[src/rtl/debug_mem_bridge_if.sv]
// Byte-stream and memory-port signal bundle for debug_mem_bridge.
// The slave modport is the bridge side; the master modport is the host/RAM side.
interface debug_mem_bridge_if;
    localparam int unsigned BYTE_W = 8;
    localparam int unsigned ADDR_W = 30;
    localparam int unsigned DATA_W = 32;
    localparam int unsigned BE_W   = 4;

    logic [BYTE_W-1:0] rx_data;
    logic              rx_valid;
    logic              rx_ready;
    logic [BYTE_W-1:0] tx_data;
    logic              tx_valid;
    logic              tx_ready;
    logic [ADDR_W-1:0] mem_addr;
    logic [BE_W-1:0]   mem_we;
    logic [DATA_W-1:0] mem_wdata;
    logic [DATA_W-1:0] mem_rdata;

    modport slave (
        input  rx_data, rx_valid, tx_ready, mem_rdata,
        output rx_ready, tx_data, tx_valid, mem_addr, mem_we, mem_wdata
    );

    modport master (
        output rx_data, rx_valid, tx_ready, mem_rdata,
        input  rx_ready, tx_data, tx_valid, mem_addr, mem_we, mem_wdata
    );
endinterface

[src/rtl/debug_mem_bridge.sv]
// Debug host byte-stream to data-RAM port-b bridge (single word read/write commands).
// Optional inter-byte idle timeout enabled by defining DEBUG_MEM_TIMEOUT_EN.
module debug_mem_bridge #(
    parameter int unsigned TIMEOUT_CYCLES = 65535
) (
    input  logic                clk,
    input  logic                rst,
    debug_mem_bridge_if.slave   bus,
    output logic                busy
);
    typedef enum logic [2:0] {
        IDLE, GET_ADDR, GET_DATA, MEM_WR, MEM_RD, CAPTURE, SEND
    } state_t;

    localparam logic [3:0] OP_WRITE = 4'h1;
    localparam logic [3:0] OP_READ  = 4'h2;
    localparam logic [7:0] RSP_ACK  = 8'hAA;
    localparam logic [7:0] RSP_ERR  = 8'hEE;

    // The idle counter is 16 bits wide, so the limit must fit in it.
    if (TIMEOUT_CYCLES == 0 || TIMEOUT_CYCLES > 65535) begin : g_bad_timeout
        $error("TIMEOUT_CYCLES must be in 1..65535");
    end

    state_t      state;
    logic [1:0]  byte_cnt;
    logic [1:0]  tx_left;
    logic        is_read;
    logic [3:0]  be;
    logic [23:0] addr_sr;
    logic [23:0] data_sr;
    logic [23:0] rd_sr;
    logic        rx_fire;
    logic        tx_fire;

    assign rx_fire = bus.rx_valid && bus.rx_ready;
    assign tx_fire = bus.tx_valid && bus.tx_ready;

`ifdef DEBUG_MEM_TIMEOUT_EN
    logic [15:0] idle_cnt;
    logic        timeout_hit;
    assign timeout_hit = (idle_cnt == 16'(TIMEOUT_CYCLES - 1));
`endif

    // Control FSM; every output is a register updated alongside the state.
    always_ff @(posedge clk or posedge rst) begin
        if (rst) begin
            state         <= IDLE;
            byte_cnt      <= 2'd0;
            tx_left       <= 2'd0;
            is_read       <= 1'b0;
            be            <= 4'h0;
            addr_sr       <= 24'h0;
            data_sr       <= 24'h0;
            rd_sr         <= 24'h0;
            busy          <= 1'b0;
            bus.rx_ready  <= 1'b1;
            bus.tx_valid  <= 1'b0;
            bus.tx_data   <= 8'h00;
            bus.mem_addr  <= 30'h0;
            bus.mem_we    <= 4'h0;
            bus.mem_wdata <= 32'h0;
`ifdef DEBUG_MEM_TIMEOUT_EN
            idle_cnt      <= 16'h0;
`endif
        end else begin
            case (state)
                IDLE: begin
                    if (rx_fire) begin
                        byte_cnt <= 2'd0;
                        busy     <= 1'b1;
                        if (bus.rx_data[7:4] == OP_WRITE || bus.rx_data[7:4] == OP_READ) begin
                            state   <= GET_ADDR;
                            is_read <= (bus.rx_data[7:4] == OP_READ);
                            be      <= bus.rx_data[3:0];
                        end else begin
                            state        <= SEND;
                            tx_left      <= 2'd0;
                            bus.tx_valid <= 1'b1;
                            bus.tx_data  <= RSP_ERR;
                            bus.rx_ready <= 1'b0;
                        end
                    end
                end
                GET_ADDR: begin
                    if (rx_fire) begin
                        byte_cnt <= byte_cnt + 2'd1;
                        addr_sr  <= {addr_sr[15:0], bus.rx_data};
                        if (byte_cnt == 2'd3) begin
                            // Byte address bits [1:0] are dropped; the RAM is word addressed.
                            bus.mem_addr <= {addr_sr, bus.rx_data[7:2]};
                            if (is_read) begin
                                state        <= MEM_RD;
                                bus.rx_ready <= 1'b0;
                            end else begin
                                state <= GET_DATA;
                            end
                        end
                    end
`ifdef DEBUG_MEM_TIMEOUT_EN
                    else if (timeout_hit) begin
                        state <= IDLE;
                        busy  <= 1'b0;
                    end
`endif
                end
                GET_DATA: begin
                    if (rx_fire) begin
                        byte_cnt <= byte_cnt + 2'd1;
                        data_sr  <= {data_sr[15:0], bus.rx_data};
                        if (byte_cnt == 2'd3) begin
                            state         <= MEM_WR;
                            bus.mem_we    <= be;
                            bus.mem_wdata <= {data_sr, bus.rx_data};
                            bus.rx_ready  <= 1'b0;
                        end
                    end
`ifdef DEBUG_MEM_TIMEOUT_EN
                    else if (timeout_hit) begin
                        state <= IDLE;
                        busy  <= 1'b0;
                    end
`endif
                end
                MEM_WR: begin
                    state        <= SEND;
                    bus.mem_we   <= 4'h0;
                    tx_left      <= 2'd0;
                    bus.tx_valid <= 1'b1;
                    bus.tx_data  <= RSP_ACK;
                end
                MEM_RD: begin
                    state <= CAPTURE;
                end
                CAPTURE: begin
                    state        <= SEND;
                    tx_left      <= 2'd3;
                    bus.tx_valid <= 1'b1;
                    bus.tx_data  <= bus.mem_rdata[31:24];
                    rd_sr        <= bus.mem_rdata[23:0];
                end
                SEND: begin
                    if (tx_fire) begin
                        if (tx_left == 2'd0) begin
                            state        <= IDLE;
                            bus.tx_valid <= 1'b0;
                            bus.rx_ready <= 1'b1;
                            busy         <= 1'b0;
                        end else begin
                            tx_left     <= tx_left - 2'd1;
                            bus.tx_data <= rd_sr[23:16];
                            rd_sr       <= {rd_sr[15:0], 8'h00};
                        end
                    end
                end
                default: begin
                    state        <= IDLE;
                    bus.mem_we   <= 4'h0;
                    bus.tx_valid <= 1'b0;
                    bus.rx_ready <= 1'b1;
                    busy         <= 1'b0;
                end
            endcase
`ifdef DEBUG_MEM_TIMEOUT_EN
            // Idle timer restarts on every accepted byte and only runs while collecting a frame.
            if (rx_fire || !(state == GET_ADDR || state == GET_DATA)) begin
                idle_cnt <= 16'h0;
            end else begin
                idle_cnt <= idle_cnt + 16'd1;
            end
`endif
        end
    end
endmodule

[src/flat_wrapper.sv]
// flat-port wrapper written by rule: the top's interface ports become plain ports
module debug_mem_bridge_flat 
#(
    parameter int unsigned TIMEOUT_CYCLES = 65535
)
  (clk, rst, busy, bus_rx_data, bus_rx_valid, bus_tx_ready, bus_mem_rdata, bus_rx_ready, bus_tx_data, bus_tx_valid, bus_mem_addr, bus_mem_we, bus_mem_wdata);
  debug_mem_bridge_if bus_i ();
  input  logic clk;
  input  logic rst;
  output logic busy;
  input wire logic [$bits(bus_i.rx_data)-1:0] bus_rx_data;
  input wire logic [$bits(bus_i.rx_valid)-1:0] bus_rx_valid;
  input wire logic [$bits(bus_i.tx_ready)-1:0] bus_tx_ready;
  input wire logic [$bits(bus_i.mem_rdata)-1:0] bus_mem_rdata;
  output wire logic [$bits(bus_i.rx_ready)-1:0] bus_rx_ready;
  output wire logic [$bits(bus_i.tx_data)-1:0] bus_tx_data;
  output wire logic [$bits(bus_i.tx_valid)-1:0] bus_tx_valid;
  output wire logic [$bits(bus_i.mem_addr)-1:0] bus_mem_addr;
  output wire logic [$bits(bus_i.mem_we)-1:0] bus_mem_we;
  output wire logic [$bits(bus_i.mem_wdata)-1:0] bus_mem_wdata;
  assign bus_i.rx_data = bus_rx_data;
  assign bus_i.rx_valid = bus_rx_valid;
  assign bus_i.tx_ready = bus_tx_ready;
  assign bus_i.mem_rdata = bus_mem_rdata;
  assign bus_rx_ready = bus_i.rx_ready;
  assign bus_tx_data = bus_i.tx_data;
  assign bus_tx_valid = bus_i.tx_valid;
  assign bus_mem_addr = bus_i.mem_addr;
  assign bus_mem_we = bus_i.mem_we;
  assign bus_mem_wdata = bus_i.mem_wdata;
  debug_mem_bridge #(.TIMEOUT_CYCLES(TIMEOUT_CYCLES)) u_core (.clk(clk), .rst(rst), .bus(bus_i), .busy(busy));
endmodule
[config.mk]
export PLATFORM = sky130hd
export DESIGN_NAME = debug_mem_bridge_flat
export DESIGN_NICKNAME = d
export VERILOG_FILES = /design/src/rtl/debug_mem_bridge_if.sv /design/src/rtl/debug_mem_bridge.sv /design/src/flat_wrapper.sv
export SDC_FILE = /design/constraint.sdc
export NUM_CORES = 1
export LEC_CHECK = 0
export BUFFER_PORTS_ARGS = -buffer_cell sky130_fd_sc_hd__buf_2
export CORE_MARGIN = 2
export CORE_UTILIZATION = 45
export DETAILED_ROUTE_END_ITERATION = 12
export PLACE_DENSITY = 0.67
export RECOVER_POWER = 50
export SYNTH_ARGS = -nofsm -noshare
export SYNTH_HDL_FRONTEND = slang
export SYNTH_SLANG_ARGS = --single-unit
[constraint.sdc]
create_clock -name clk -period 8.85 [get_ports clk]
set_clock_uncertainty 0.15 [all_clocks]
set_input_delay 0.4425 -clock clk [delete_from_list [all_inputs] [get_ports clk]]
set_output_delay 0.4425 -clock clk [all_outputs]
set_load 0.005 [all_outputs]
==> results.md, run 1 <==
- Yosys cell types: 45
- Cell taking the most area after synthesis: dfrtp_1
- Post-CTS Hold Buffers: 0
- CTS H-tree lvls: 4
- Crit path capture type: flip-flop
- Total wire length: between 10,000 and 15,000 µm
- Rows: 44
- Hold Violations, Final: 0
- Mapped Area: between 6000 and 7000 µm²
- Finished Layout Cells: between 700 and 800
- Clock-pin slew on the worst setup and hold paths: 0.06 ns
- Total Power: around 0.0016 W
- Clk_lat worst skew: 0.43 ns
- Synth Flop Type: dfrtp_1
- Post-Layout Inst Area: between 8000 and 9000 µm²
- Num CTS Buffers: 17
- I/O pins: between 100 and 150
- LEAKAGE: 4.18 nW
- Vias in the first global route: between 4,000 and 5,000
- Antenna Cells: 0
- Initial antenna violation count: 0
- # setup viols final: 0
- DR vias/cell: about 5.3
- Post-synth top cells: dfrtp_1, mux2_2, a21oi_1
- Placed cell areas: between 7000 and 8000 µm²
- Critical path's largest stage delay: 1.48 ns
- Tcrit/Tclk final: 0.501
- WP data required: approximately 9 ns
- 1st-iter DRT viols: 273
- P per Cell Area: approximately 200 nW/µm²
- Peak fanout along the critical path: 53
- CTS max path bufs: 2
- Routability cong.: approximately 0.83
- Total die area: about 16,000 µm²
- Minimum clock period: 4.43 ns
- Synth area leaders: dfrtp_1, mux2_2, mux2i_1
- Cell Chain, Critical Path: clkbuf_1 > nand3b_1 > o211ai_1 > a21oi_4 > mux2_2
- Worst vdd ir: 0.128 mV
- Die Y: 126 µm
- Layout cell share with drive strength beyond 1: 0.431
- Clock Tree Root: clkbuf_16
- RSZ-0062 raised after global routing: no
- Top cell type's share of synthesized area: 0.600
- CTS tree: done
- First-pass GRT wire length: ~23,000 µm
- Pin count of the biggest net entering global routing: 101
- Synth warn: 0
- Async set-reset flop share out of synthesis: 1.00
- Nets: 642
- ANT nets after route: 0
- Slew Viols, Final: around 160
- Critical path launch point type: flip-flop
- WL/cell: between 15 and 20 µm
- Pre-antenna DRT Iters: 4
- Critical path class: reg2reg
- Drt drc: 0
- Starting Density: 0.459
- CP arrival: 4.59 ns
- Fillers: roughly 1,200
- Sink Count: approximately 160
- Fmax: approximately 230 MHz
- TNS Setup: 0 ns
- Post-synth EDFFs: 0
- Placeable Area: 14,500 µm²
- Layout area overhead: 20.0%
- Syn nets: between 500 and 600
- Outcome: finished with violations
- GR Overflow Total: 0
- Avg Cell Area, Syn: 13.9 µm²
- Die width: about 130 µm
- Synth Instances: around 480
- Count leader, synth: dfrtp_1
- Post-detail-place hpwl: 8910 µm
- Setup Fix Bufs, Post-CTS: 0
- Worst Hold Class: in2reg
- DR vias: between 4,000 and 5,000
- Multi-input logic area: 2480 µm²
- I/O Buffers: between 100 and 150
- Max-cap violations: 2
- CP max stage cell: clkbuf_1
- Rel. slew slack: -1.86
- Seq/Total Area, Yosys: 0.604
- Slew @ Worst Pin: 4.26 ns
- FF+latch count, synth: about 160
- Gr usage total: 0.180
- Cell Count Post-Placement: between 700 and 800
- CTS resizes: 0
- FF+latch area: 4030 µm²
- Failing checks: max-capacitance violations, max-slew violations
## metrics by stage
stage / setup slack [ns] / util / hold WS [ns]
after floorplan: 3.91 / - / 0.310
after global placement: 5.93 / 0.510 / 0.312
after detailed placement: 5.88 / 0.510 / 0.310
after CTS: 5.86 / 0.554 / 0.0706
after global routing: 4.07 / 0.551 / 0.0819
final: 4.42 / 0.551 / 0.0912
## worst max-delay path, delay by kind of cell (launching register included)
family / cells / cell delay [ns]
DFF: 1 / 0.32
AOI/OAI and AO/OA: 2 / 0.77
and+or+nand+nor: 1 / 1.26
muxes: 1 / 0.33
buffers and inverters: 1 / 1.48
## power by group
group | total, W | switching (W) | internal (W)
Clock | 0.000790 | 0.000293 | 0.000497
Combinational | 0.0000342 | 0.0000242 | 0.0000100
Sequential | 0.000737 | 0.000000309 | 0.000737
Total | 0.00156 | 0.000318 | 0.00124
## area by class of cell
type / instances / area share
flip-flops and latches: 161 / 0.503
multi-input cells: 286 / 0.310
repair buffers: 124 / 0.0748
clock buffers: 20 / 0.0583
well taps: 184 / 0.0288
clock inverters: 11 / 0.0220
inverters: 6 / 0.00297
## metal layers
layer  global-route usage  vias up  routed length [µm]
met5                    0        -                   0
met4               0.0808        0                 365
met2                0.280      114                6190
met1                0.243     2085                6280
met3               0.0433       25                 564
li1                     -     1989                   -
## cells in the final DEF (no fill, tap or decap), types with 2 or more instances in the layout
master / count
o21ai_0: 7
a2bb2oi_1: 2
nor2_1: 8
clkbuf_16: 17
clkbuf_1: 23
clkbuf_8: 3
nand2b_1: 5
mux2_1: 2
o211ai_1: 2
bufinv_16: 4
mux2i_1: 18
nand2_1: 17
nor3_1: 5
a221o_1: 2
clkinv_2: 2
a22oi_1: 2
nor2_2: 3
dfrtp_1: 160
nand3b_1: 4
clkinv_4: 2
inv_1: 4
a21o_1: 2
o22ai_1: 5
mux2_2: 120
buf_4: 3
a31oi_1: 20
a21oi_1: 24
nand3_1: 7
inv_6: 2
a22o_1: 13
ha_1: 2
buf_2: 98
nor2b_1: 2
## cell families after synthesis
kind of cell	Yosys count	synth area share
AND/OR/NAND/NOR	56	0.0461
AO/OA/AOI/OAI	87	0.0879
adder cells (fa/ha/maj)	2	0.00375
multiplexers	140	0.233
flip-flops	161	0.604
buffers and inverters	32	0.0229
XOR/XNOR	1	0.00244
## sequential cells by signal (all words and copies together) (netlist names), 2 cells and up
signal                cells
u_core.bus.mem_wdata     32
u_core.bus.mem_addr      30
u_core.addr_sr           24
u_core.data_sr           24
u_core.rd_sr             24
u_core.bus.tx_data        8
u_core.be                 4
u_core.bus.mem_we         4
u_core.state              3
u_core.byte_cnt           2
u_core.tx_left            2
## worst paths after layout
check | start | endpoint | slack, ns | cells after the start
worst max-delay path | u_core.state[2] | u_core.bus.tx_data[2] | 4.42 | 5
worst min-delay path | bus_mem_rdata[0] | u_core.rd_sr[0] | 0.09 | 2
worst max register to register | u_core.state[2] | u_core.bus.tx_data[2] | 4.42 | 5
worst min register to register | u_core.busy | u_core.busy | 0.33 | 1
max in group asynchronous | rst | u_core.data_sr[3] | 5.25 | 3
min in group asynchronous | rst | u_core.bus.tx_data[4] | 1.17 | 2
No activity file was read; power rests on OpenSTA's default activity.
==> run 2, diff against run 1 <==
Settings changed: PLACE_DENSITY 0.67 to 0.69.
Clock period 8.85 ns to 3.8 ns, I/O delays scaled along.
==> run 2 against run 1 <==
Compared with the run above: the flow still finishes with violations (max-capacitance violations, max-slew violations); highest routed layer unchanged; register-to-register slack worse by 3.2 ns; critical path type is now in2async; worst setup slack worse by 3.3 ns; first-iteration DRC count down 15%; wire length up 5.5%; worst hold slack worse by 0.071 ns; non-clock buffer count up 42; sequential share of layout area down 2.3 points; count of clock-buffer cells in the layout unchanged; global-route usage up 0.58 points; die area unchanged; sequential cell count unchanged; sequential power up 130%.
==> results.md, run 2 (synthesis gave the netlist of run 1 again) <==
- Die Y: 126 µm (unchanged)
- Worst vdd ir: 0.299 mV (was 0.128 mV)
- Total Power: 0.00358 W (was 0.00156 W)
- Failing checks: max-capacitance violations, max-slew violations (unchanged)
- CP arrival: 2.92 ns (was 4.59 ns)
- CTS max path bufs: 2 (unchanged)
- CTS tree: done (unchanged)
- Slew Viols, Final: 43 (was 155)
- Hold Violations, Final: 0 (unchanged)
- Commonest non-fill, non-tap cell in the layout: dfrtp_1 (unchanged)
- Hold slack: 0.0199 ns (was 0.0912 ns)
- Critical path launch point type: input pin (was flip-flop)
- Rows: 44 (unchanged)
- Fillers: 1,218 (was 1,235)
- Critical path class: in2async (was reg2reg)
- Routability cong.: 0.836 (was 0.830)
- GR Overflow Total: 0 (unchanged)
- Pin count of the biggest net entering global routing: 55 (was 101)
- Worst path depth: 4 (was 5)
- TNS Setup: 0 ns (unchanged)
- DR vias/cell: 5.32 (about the same)
- Peak fanout along the critical path: 43 (was 53)
- Cell Chain, Critical Path: dlygate4sd3_1 > buf_2 > clkinvlp_2 > clkbuf_2 (was clkbuf_1 > nand3b_1 > o211ai_1 > a21oi_4 > mux2_2)
- Clock-pin slew on the worst setup and hold paths: 0.06 ns (about the same)
- Placeable Area: 14,500 µm² (unchanged)
- Critical path buffers and inverters: 4 (was 1)
- Crit path max-delay family: buffers and inverters (unchanged)
- Worst reg2reg path depth: 5 (unchanged)
- Total wire length: 14,100 µm (was 13,400 µm)
- Drt drc: 0 (unchanged)
- Post-place setup slack: 1.24 ns (was 5.88 ns)
- Layout area overhead: 25.7% (was 20.0%)
- I/O pins: 121 (unchanged)
- Most frequent cells in the layout: dfrtp_1, mux2_2, buf_2 (unchanged)
- Vias in the first global route: 4,440 (was 4,371)
- I/O Buffers: 120 (unchanged)
- ANT nets after route: 0 (unchanged)
- Rel. slew slack: -0.271 (was -1.86)
- Layout cell share with drive strength beyond 1: 0.394 (was 0.431)
- Slew @ Worst Pin: 1.90 ns (was 4.26 ns)
- Nets: 684 (was 642)
- Post-detail-place hpwl: 9090 µm (was 8910 µm)
- FF+latch area: 4030 µm² (unchanged)
- 1st-iter DRT viols: 231 (was 273)
- Multi-input logic area: 2490 µm² (was 2480 µm²)
- DR vias: 4,440 (was 4,213)
- Hold depth: 2 (unchanged)
- Die width: 126 µm (unchanged)
- Outcome: finished with violations (unchanged)
- Max reg flops: 32 (unchanged)
- Antenna Cells: 0 (unchanged)
- WP data required: 4.05 ns (was 9.01 ns)
- Clk_lat worst skew: 0.42 ns (was 0.43 ns)
- Initial antenna violation count: 0 (unchanged)
- CP max stage cell: clkinvlp_2 (was clkbuf_1)
- Minimum clock period: roughly 2.7 ns
- Total die area: 15,800 µm² (unchanged)
- First-pass GRT wire length: 23,400 µm (was 22,500 µm)
- Tcrit/Tclk final: 0.702
- Worst Hold Class: in2reg (unchanged)
- CTS resizes: 0 (unchanged)
- Top Registers: u_core.bus.mem_wdata (32), u_core.bus.mem_addr (30) (unchanged)
- # setup viols final: 0 (unchanged)
- P per Cell Area: 427 nW/µm² (was 195 nW/µm²)
- Biggest register: u_core.bus.mem_wdata (unchanged)
- Clock Tree Root: clkbuf_16 (unchanged)
- WL/cell: 16.9 µm (about the same)
- CTS H-tree lvls: 4 (unchanged)
- Starting Density: 0.459 (unchanged)
- Num CTS Buffers: 17 (unchanged)
- Fmax: around 380 MHz
- Sink Count: 161 (unchanged)
- Pre-antenna DRT Iters: 7 (was 4)
- RSZ-0062 raised after global routing: no (unchanged)
- LEAKAGE: 4.29 nW (was 4.18 nW)
- Worst setup margin: 1.13 ns (was 4.42 ns)
- Gr usage total: 0.186 (was 0.180)
- Crit path capture type: asynchronous set/reset pin (was flip-flop)
- Critical path's largest stage delay: 1.08 ns (was 1.48 ns)
- Max-cap violations: 1 (was 2)
## run 2: final timing paths
kind / from / endpoint / slack (ns)
setup reg to reg: u_core.state[1] / u_core.rd_sr[13] / 1.19
hold / removal: bus_rx_data[5] / u_core.bus.mem_addr[3] / 0.02
setup / recovery: rst / u_core.bus.mem_wdata[17] / 1.13
max in group clk: u_core.state[1] / u_core.rd_sr[13] / 1.19
min in group asynchronous: rst / u_core.busy / 0.66
hold reg to reg: u_core.busy / u_core.busy / 0.34
## run 2: layout make-up
class,count,share of cell area
Timing Repair Buffer,166,0.119
Multi-Input combinational cell,286,0.297
Clock buffer,20,0.0544
Tap cell,184,0.0274
Sequential cell,161,0.480
Clock inverter,11,0.0182
Inverter,6,0.00283
## run 2: what timing repair did
| item | 4_1_cts | 5_1_grt |
|---|---|---|
| hold buffers | 36 | 0 |
| endpoints found under the hold margin | 97 | 0 |
| setup buffers | 0 | 0 |
## run 2: layer usage
layer | up-vias | track usage | routed length [µm]
met3 | 14 | 0.0421 | 563
met2 | 130 | 0.297 | 6800
li1 | 2079 | - | -
met5 | - | 0 | 0
met1 | 2217 | 0.252 | 6580
met4 | 0 | 0.0672 | 193
## run 2: metrics by stage
step	utilization	instances	cell area [µm²]
after global placement	0.515	767	7480
final	0.577	834	8390
after global routing	0.577	834	8390
after floorplan	-	479	6680
after CTS	0.581	834	8450
after detailed placement	0.515	767	7480
## run 2: power by group
group	leakage [nW]	total (W)	switching, W	internal (W)
Clock	0.295	0.00176	0.000683	0.00107
Sequential	2.21	0.00172	0.000000658	0.00172
Combinational	1.78	0.000112	0.0000617	0.0000501
==> run 3, diff against run 2 <==
Settings changed: ABC_AREA set to 1.
Clock period 3.8 ns to 2.4 ns, I/O delays scaled along.
==> run 3 against run 2 <==
Compared with the run above: the flow still finishes with violations (max-capacitance violations, max-slew violations); synthesized cell count increased by 55%; die area up 2.5%; synthesized area up 2.6%; via count grew 20%; worst setup slack lost 0.76 ns; largest cell class unchanged.
==> results.md, run 3 <==
- Multi-input logic area: 2300 µm² (was 2490 µm²)
- Top Registers: u_core.bus.mem_wdata (32), u_core.bus.mem_addr (30) (unchanged)
- Worst vdd ir: 0.460 mV (was 0.299 mV)
- Num CTS Buffers: 17 (unchanged)
- Critical path launch point type: flip-flop (was input pin)
- CTS tree: done (unchanged)
- Count leader, synth: nand2_1 (was dfrtp_1)
- Clock Tree Root: clkbuf_16 (unchanged)
- Clock-pin slew on the worst setup and hold paths: 0.07 ns (was 0.06 ns)
- Pin count of the biggest net entering global routing: 98 (was 55)
- DR vias/cell: 4.84 (was 5.32)
- Total wire length: 15,400 µm (was 14,100 µm)
- Cell taking the most area after synthesis: dfrtp_1 (unchanged)
- Tcrit/Tclk final: 0.843
- LEAKAGE: 4.35 nW (was 4.29 nW)
- ANT nets after route: 0 (unchanged)
- Worst Hold Class: in2reg (unchanged)
- Die width: 127 µm (was 126 µm)
- Max-cap violations: 1 (unchanged)
- CTS H-tree lvls: 4 (unchanged)
- Cell Chain, Critical Path: nor2_2 > nand2_2 > nor2_4 > inv_2 > o21ai_0 (was dlygate4sd3_1 > buf_2 > clkinvlp_2 > clkbuf_2)
- Worst reg2reg path depth: 5 (unchanged)
- FF+latch area: 4030 µm² (unchanged)
- Slew Viols, Final: 65 (was 43)
- CTS resizes: 0 (unchanged)
- Synth warn: 0 (unchanged)
- GR Overflow Total: 0 (unchanged)
- Placeable Area: 15,000 µm² (was 14,500 µm²)
- Clk_lat worst skew: 0.42 ns (about the same)
- WL/cell: 13.9 µm (was 16.9 µm)
- Peak fanout along the critical path: 52 (was 43)
- Failing checks: max-capacitance violations, max-slew violations (unchanged)
- Total Power: 0.00545 W (was 0.00358 W)
- Worst R2R Start: u_core.state[2] (was u_core.state[1])
- CP startpoint: u_core.state[2] (was rst)
- P per Cell Area: 642 nW/µm² (was 427 nW/µm²)
- Most frequent cells in the layout: nand2_1, dfrtp_1, o21ai_0 (was dfrtp_1, mux2_2, buf_2)
- FF+latch count, synth: 161 (unchanged)
- WP data required: 2.53 ns (was 4.05 ns)
- Fmax: just under 500 MHz
- Biggest register: u_core.bus.mem_wdata (unchanged)
- Fillers: 1,309 (was 1,218)
- Critical path class: reg2reg (was in2async)
- Post-Layout Inst Area: 8500 µm² (was 8390 µm²)
- Sink Count: 161 (unchanged)
- Max reg flops: 32 (unchanged)
- CTS max path bufs: 2 (unchanged)
- Vias in the first global route: 5,184 (was 4,440)
- CP max stage cell: dfrtp_1 (was clkinvlp_2)
- DR vias: 5,336 (was 4,440)
- Die Y: 127 µm (was 126 µm)
- Avg Cell Area, Syn: 9.23 µm² (was 13.9 µm²)
- Total die area: 16,200 µm² (was 15,800 µm²)
- TNS Setup: 0 ns (unchanged)
- Pre-antenna DRT Iters: 5 (was 7)
- Async set-reset flop share out of synthesis: 1.00 (unchanged)
- Post-synth top cells: nand2_1, dfrtp_1, o21ai_0 (was dfrtp_1, mux2_2, a21oi_1)
- Drt drc: 0 (unchanged)
- Syn nets: 788 (was 525)
- Minimum clock period: approximately 2.0 ns
- Commonest non-fill, non-tap cell in the layout: nand2_1 (was dfrtp_1)
- Mapped Area: 6850 µm² (was 6670 µm²)
- Layout cell share with drive strength beyond 1: 0.193 (was 0.394)
- Synth Flop Type: dfrtp_1 (unchanged)
- Rel. slew slack: -0.0100 (was -0.271)
- Nets: 946 (was 684)
- Starting Density: 0.455 (was 0.459)
- Synth Instances: 742 (was 479)
- CP arrival: 2.15 ns (was 2.92 ns)
- Outcome: finished with violations (unchanged)
- Post-synth EDFFs: 0 (unchanged)
- Setup Fix Bufs, Post-CTS: 0 (unchanged)
- Hold Violations, Final: 0 (unchanged)
- R2R Setup Slk: 0.38 ns (was 1.19 ns)
- Final cell utilization of the core: 0.565 (was 0.577)
- Layout area overhead: 24.2% (was 25.7%)
- Post-CTS Hold Buffers: 42 (was 36)
- Initial antenna violation count: 1 (was 0)
- I/O Buffers: 120 (unchanged)
- Synth area leaders: dfrtp_1, nand2_1, o21ai_0 (was dfrtp_1, mux2_2, mux2i_1)
- Post-detail-place hpwl: 9880 µm (was 9090 µm)
- Yosys cell types: 34 (was 45)
- First-pass GRT wire length: 25,700 µm (was 23,400 µm)
- Critical path's largest stage delay: 0.69 ns (was 1.08 ns)
- Top cell type's share of synthesized area: 0.585 (was 0.600)
- Gr usage total: 0.201 (was 0.186)
- Seq/Total Area, Yosys: 0.589 (was 0.604)
- I/O pins: 121 (unchanged)
- Worst r2r dst: u_core.bus.mem_addr[14] (was u_core.rd_sr[13])
- Rows: 45 (was 44)
- Routability cong.: 0.817 (was 0.836)
- RSZ-0062 raised after global routing: no (unchanged)
- 1st-iter DRT viols: 402 (was 231)
- Placed cell areas: 7560 µm² (was 7480 µm²)
- Slew @ Worst Pin: 1.52 ns (was 1.90 ns)
- Crit path capture type: flip-flop (was asynchronous set/reset pin)
- Setup crit end: u_core.bus.mem_addr[14] (was u_core.bus.mem_wdata[17])
- # setup viols final: 0 (unchanged)
## run 3: changes by cell type after synthesis, moves of 11 or more
cell     change
mux2i_1     -18
a31oi_1     -20
a21oi_1     -23
inv_1       +70
a22o_1      -11
nand2_1    +216
mux2_2     -119
o21ai_0    +118
nand3_1     +17
o21ai_1     +25
## run 3: stage by stage
stage          std cells  setup WS (ns)  hold slack (ns)
2_1_floorplan        742         0.0880           0.0910
3_3_place_gp        1027          0.412            0.170
3_5_place_dp        1027          0.382            0.174
4_1_cts             1101          0.359           0.0693
5_1_grt             1102          0.110            0.126
6_report            1103          0.377           0.0728
## run 3: cells by family (layout without fill, tap and decap cells)
kind of cell / Yosys count / count (layout) / synth area share
other: 0 / 2 / 0
muxes: 3 / 3 / 0.00603
and+or+nand+nor: 296 / 296 / 0.192
DFF: 161 / 161 / 0.589
AOI/OAI and AO/OA: 168 / 168 / 0.135
buffers and inverters: 112 / 283 / 0.0746
adders and majority gates: 2 / 2 / 0.00366
## run 3: report_power, final
group          leakage (nW)  internal [W]  switching, W
clock                 0.271       0.00143       0.00114
combinational          2.15     0.0000746     0.0000958
sequential             1.93       0.00271             0
## run 3: layout make-up
type | count | area share
timing repair buffer | 170 | 0.123
clock buffer | 21 | 0.0553
sequential | 161 | 0.474
tap | 188 | 0.0277
multi-input combinational | 469 | 0.271
antenna | 2 | 0.000589
inverter | 81 | 0.0374
clock inverter | 11 | 0.0110
## run 3: critical path: cells and delay by family (launching register included)
family / cells / cell delay, ns
AO/OA/AOI/OAI: 1 / 0.18
flip-flops: 1 / 0.69
AND/OR/NAND/NOR: 3 / 0.29
buffers and inverters: 1 / 0.55
## run 3: worst min path at each step
stage	depth (start not counted)	end	from	slack, ns
after global placement	3	u_core.addr_sr[1]	rst	0.17
after floorplan	2	u_core.addr_sr[0]	bus_rx_data[0]	0.09
after detailed placement	3	u_core.addr_sr[1]	rst	0.17
after global routing	5	u_core.bus.mem_addr[22]	bus_rx_valid	0.13
final	5	u_core.bus.mem_addr[25]	bus_rx_valid	0.07
after CTS	5	u_core.bus.mem_addr[25]	bus_rx_valid	0.07
## run 3: metal layers
layer / global-route usage / part of all wire / routed length [µm] / up-vias
li1: - / - / - / 2692
met1: 0.273 / 0.46 / 7130 / 2485
met2: 0.306 / 0.47 / 7220 / 126
met3: 0.0490 / 0.037 / 563 / 33
met4: 0.0957 / 0.029 / 439 / 0
met5: 0 / 0 / 0 / -
